**src/rtl/symbol_counter_pkg.sv**
```systemverilog
// Shared types and default widths for the symbol histogram block.
package symbol_counter_pkg;

    typedef enum logic [1:0] {
        ST_IDLE  = 2'd0,
        ST_COUNT = 2'd1,
        ST_DUMP  = 2'd2
    } state_t;

    localparam int DEF_S_WIDTH   = 8;
    localparam int DEF_CNT_WIDTH = 8;

endpackage

```
**src/rtl/symbol_count_cell.sv**
```systemverilog
// One alphabet entry: latched symbol, match compare and a saturating counter
// with a sticky clip flag.
module symbol_count_cell
    import symbol_counter_pkg::*;
#(
    parameter int S_WIDTH   = DEF_S_WIDTH,
    parameter int CNT_WIDTH = DEF_CNT_WIDTH
) (
    input  logic                 clk,
    input  logic                 rst_n,
    input  logic                 load,
    input  logic [S_WIDTH-1:0]   load_sym,
    input  logic                 beat,
    input  logic [S_WIDTH-1:0]   beat_sym,
    output logic [CNT_WIDTH-1:0] count,
    output logic                 sat
);

    logic [S_WIDTH-1:0] sym;
    logic               match;

    assign match = beat && (beat_sym == sym);

    always_ff @(posedge clk or negedge rst_n) begin
        if (!rst_n) begin
            sym   <= '0;
            count <= '0;
            sat   <= 1'b0;
        end else if (load) begin
            sym   <= load_sym;
            count <= '0;
            sat   <= 1'b0;
        end else if (match) begin
            // At full scale the count holds and the clip is remembered.
            if (count == {CNT_WIDTH{1'b1}})
                sat <= 1'b1;
            else
                count <= count + 1'b1;
        end
    end

endmodule

```
**src/rtl/symbol_histogram.sv**
```systemverilog
// Counts occurrences of N_SYMBOLS alphabet entries over a symbol stream, then
// dumps the per-entry counts through a valid/ready result port.
module symbol_histogram
    import symbol_counter_pkg::*;
#(
    parameter int S_WIDTH   = DEF_S_WIDTH,
    parameter int N_SYMBOLS = 4,
    parameter int CNT_WIDTH = DEF_CNT_WIDTH,
    localparam int IDX_W    = (N_SYMBOLS > 1) ? $clog2(N_SYMBOLS) : 1
) (
    input  logic                         clk,
    input  logic                         rst_n,
    input  logic                         start,
    input  logic [N_SYMBOLS*S_WIDTH-1:0] alphabet,
    input  logic                         in_valid,
    input  logic [S_WIDTH-1:0]           in_data,
    input  logic                         in_last,
    output logic                         in_ready,
    output logic                         out_valid,
    input  logic                         out_ready,
    output logic [IDX_W-1:0]             out_index,
    output logic [CNT_WIDTH-1:0]         out_count,
    output logic                         out_last,
    output logic                         busy,
    output logic                         saturated
);

    localparam logic [IDX_W-1:0] LAST_IDX = IDX_W'(N_SYMBOLS - 1);

    state_t                                state;
    logic                                  load;
    logic                                  beat;
    logic [N_SYMBOLS-1:0][CNT_WIDTH-1:0]   cnt;
    logic [N_SYMBOLS-1:0]                  sat_vec;

    assign load      = (state == ST_IDLE) && start;
    assign in_ready  = (state == ST_COUNT);
    assign beat      = in_valid && in_ready;
    assign out_valid = (state == ST_DUMP);
    assign out_last  = out_valid && (out_index == LAST_IDX);
    assign busy      = (state != ST_IDLE);
    assign saturated = |sat_vec;
    assign out_count = cnt[out_index];

    for (genvar i = 0; i < N_SYMBOLS; i++) begin : g_cell
        symbol_count_cell #(
            .S_WIDTH  (S_WIDTH),
            .CNT_WIDTH(CNT_WIDTH)
        ) u_cell (
            .clk     (clk),
            .rst_n   (rst_n),
            .load    (load),
            .load_sym(alphabet[i*S_WIDTH +: S_WIDTH]),
            .beat    (beat),
            .beat_sym(in_data),
            .count   (cnt[i]),
            .sat     (sat_vec[i])
        );
    end

    always_ff @(posedge clk or negedge rst_n) begin
        if (!rst_n) begin
            state     <= ST_IDLE;
            out_index <= '0;
        end else begin
            case (state)
                ST_IDLE: begin
                    if (start)
                        state <= ST_COUNT;
                end
                ST_COUNT: begin
                    out_index <= '0;
                    if (beat && in_last)
                        state <= ST_DUMP;
                end
                ST_DUMP: begin
                    if (out_ready) begin
                        if (out_index == LAST_IDX) begin
                            state     <= ST_IDLE;
                            out_index <= '0;
                        end else begin
                            out_index <= out_index + 1'b1;
                        end
                    end
                end
                default: state <= ST_IDLE;
            endcase
        end
    end

endmodule

```
**config.mk**
```make
export PLATFORM = sky130hd
export DESIGN_NAME = symbol_histogram
export DESIGN_NICKNAME = d
export VERILOG_FILES = /design/src/rtl/symbol_counter_pkg.sv /design/src/rtl/symbol_count_cell.sv /design/src/rtl/symbol_histogram.sv
export SDC_FILE = /design/constraint.sdc
export NUM_CORES = 1
export LEC_CHECK = 0
export ABC_AREA = 1
export CAP_MARGIN = 5
export CORE_MARGIN = 4
export CORE_UTILIZATION = 55
export DETAILED_ROUTE_END_ITERATION = 8
export GPL_TIMING_DRIVEN = 1
export HOLD_SLACK_MARGIN = 0.05
export PLACE_DENSITY = 0.79
export RECOVER_POWER = 100
export SLEW_MARGIN = 10
export SYNTH_ARGS = -nofsm -noshare
export SYNTH_HDL_FRONTEND = slang
export SYNTH_HIERARCHICAL = 1
export SYNTH_SLANG_ARGS = --single-unit
```
**constraint.sdc**
```tcl
create_clock -name clk -period 4.3 [get_ports clk]
set_input_delay 0.43 -clock clk [delete_from_list [all_inputs] [get_ports clk]]
set_output_delay 0.43 -clock clk [all_outputs]
set_load 0.005 [all_outputs]
```
==> results.cfg <==
[setup_path]
cp_cell_sequence = nor2_1 -> inv_1 -> nor2_4 -> clkbuf_1 -> or2_0 -> o21ai_0
reg2reg_depth = 6
critical_path_buf_inv_count = 2
start_kind = flop
worstPathRequired_ps = 4520
crit_type = reg -> reg
rr_startpoint = state[1]
cp.arrival_ps = 3120
crit_family = buffers and inverters
worstSetupStartpoint = state[1]
rr_endpoint = g_cell[0].u_cell/sat
cp_max_fo = 40
cp_slowest_stage_delay_ps = 1050
rrSetupSlack_ps = 1400
cp_slowest_cell = clkbuf_1
crit_path_end_kind = flop

[placement]
place_hpwl_um = 9560
placed_cell_area_um2 = 5690
gp_congestion = 0.897
io_buffers = 60

[power_and_ir_drop]
p_switching_mw = 1.11
power_frac_comb = 0.401
power_density_nw_per_um2 = 462
p_clk_frac = 0.244
p_seq_frac = 0.356
switching_share = 0.406
cellInternalPower_mw = 1.63
vdd_drop_max_mv = 0.235
p_leak_nw = 3.26

[floorplanning]
dieArea_um2 = 10800
core_area_um2 = 8810
die_y_um = 104
ios = 61
row_count = 34
die_x_um = 104
start_util = 0.573

[drt]
antenna_left = 0
drc = 0
dr.pass1.iters = 5
drt_iter0_drc = 296
vias = 4903
routed_via_density = 5.34
drt-wirelength-per-cell_um = 14.0
drt-total-wl_um = 12800

[status]
status = finished, violations left
violations = max-capacitance violations, max-slew violations

[final_layout]
fin_nets = 857
stdcell_area_um2 = 5930
nFillCells = 761
mostFrequentLayoutCell = nand2_1
layout_common_cells = 222 x nand2_1, 134 x inv_1, 72 x dfrtp_1
diodes = 0
drive_gt1_frac = 0.0667
syn2layout_area_growth_pct = 17.5

[global_routing]
grt_max_degree = 42
antenna_found_initial = 0
met1_usage = 0.307
met2_usage = 0.417
grt_pass1_vias = 4727
grt_util_all_layers = 0.244
grt-ovfl-total = 0
use_met3 = 0.0404
grt_pass1_wl_um = 21600
grt.busiest_layer = met2

[logic_synthesis]
synth_area_per_cell_um2 = 6.71
seq_area_frac_synth = 0.357
synth_cell_types = 28
synth-seq-cells = 72
synth_edf_count = 0
synth_ff_type = dfrtp_1
syn-num-nets = 802
syn_inst = 751
synthesis.area_um2 = 5040
async_flop_share = 1.00
yosysWarnings = 6

[sta]
slew_headroom = -0.163
drv_slew = 33
period_share = 0.674
finalSetupTns_ps = 0
fmax_mhz = 345
hold_viol = 0
worst-slew-pin-transition_ps = 1740
finClkSkew_ps = 10.8
layout_min_cycle_time_ps = 2900
rsz0062_at_grt = no
setup_viol_count_final = 0

[clock_tree]
cts-root-buf = clkbuf_8
cts_buffers = 9
cts-resized-gates = 0
path_clk_slew_ps = 80
clock_sinks = 72
clock_latency_ps = 350
htree_levels = 3
cts_tree = yes
cts_hold_buffers = 0
clock_path_buffers = 2
post_cts_buffers = 0

[min_path]
hold_start = g_cell[3].u_cell/sat
holdCritPathClass = reg -> reg
hold_depth = 2
min_to = g_cell[3].u_cell/sat

[flow_run]
maxCapViolCount = 1
-- cells by family after synthesis --
family,after synthesis,synth area share
AOI/OAI and AO/OA,76,0.0806
adders and majority gates,5,0.0124
xor gates and xnor gates,20,0.0347
and+or+nand+nor,422,0.392
buffers and inverters,156,0.123
DFF,72,0.357
-- layout make-up --
type                    instances  area, um^2  share of cell area
clock inverters                 5         105              0.0177
inverters                     138         520              0.0878
clock buffers                  10         138              0.0232
well taps                     108         135              0.0228
repair buffers                 62         603               0.102
flip-flops and latches         72        1800               0.304
multi-input cells             523        2620               0.443
-- sequential cells by signal, indices dropped and copies added, names as in the netlist --
name,flops
g_cell.u_cell/count,32
g_cell.u_cell/sat,4
g_cell.u_cell/sym,32
out_index,2
state,2
-- synthesized netlist by cell type, types with 5 or more instances --
library cell,number,share of area
nor2_4,13,0.029
inv_1,134,0.10
nor2_1,68,0.051
o21ai_1,8,0.0079
clkbuf_1,8,0.0060
nand4_1,33,0.041
nor2_2,6,0.0074
dfrtp_1,72,0.36
xor2_1,12,0.021
ha_1,5,0.012
buf_2,8,0.0079
nand2_1,222,0.17
o21ai_0,51,0.051
o22ai_1,6,0.0074
nand3_1,63,0.063
a21oi_1,8,0.0079
xnor2_1,8,0.014
-- worst max path at each step --
stage,end,slack (ps),cells after the start
global route,g_cell[0].u_cell/sat,1180,6
global placement,g_cell[0].u_cell/sat,1950,6
floorplan,g_cell[0].u_cell/count[7],2720,10
detailed placement,g_cell[3].u_cell/count[1],1830,6
CTS,out_count[2],1600,4
finish,g_cell[0].u_cell/sat,1400,6
-- stage by stage --
| stage | power (mW) | instances | util | setup WS [ps] | hold slack (ps) |
|---|---|---|---|---|---|
| 3_5_place_dp | 2.09 | 903 | 0.647 | 1830 | 499 |
| 2_1_floorplan | 1.74 | 751 | - | 2720 | 134 |
| 6_report | 2.74 | 918 | 0.673 | 1400 | 509 |
| 4_1_cts | 2.77 | 918 | 0.674 | 1600 | 145 |
| 5_1_grt | 2.96 | 918 | 0.673 | 1180 | 532 |
| 3_3_place_gp | 2.05 | 903 | 0.647 | 1950 | 481 |
-- power by group through the flow --
stage	sequential (mW)	combinational [mW]	clock, mW
3_5_place_dp	0.985	1.11	0
5_1_grt	1.00	1.25	0.708
6_report	0.975	1.10	0.668
3_3_place_gp	0.980	1.07	0
2_1_floorplan	0.950	0.790	0
4_1_cts	0.974	1.11	0.682
-- worst min-delay path: stages (launching register included) --
cell and delay [ps]:
dfrtp_1 360, nand2_1 60, o21ai_0 60
-- routing by layer --
layer,share of wire,up-vias
met5,0,-
li1,-,2448
met2,0.49,157
met3,0.051,32
met1,0.43,2266
met4,0.026,0
Note: power is estimated with default switching activity, not from simulation.
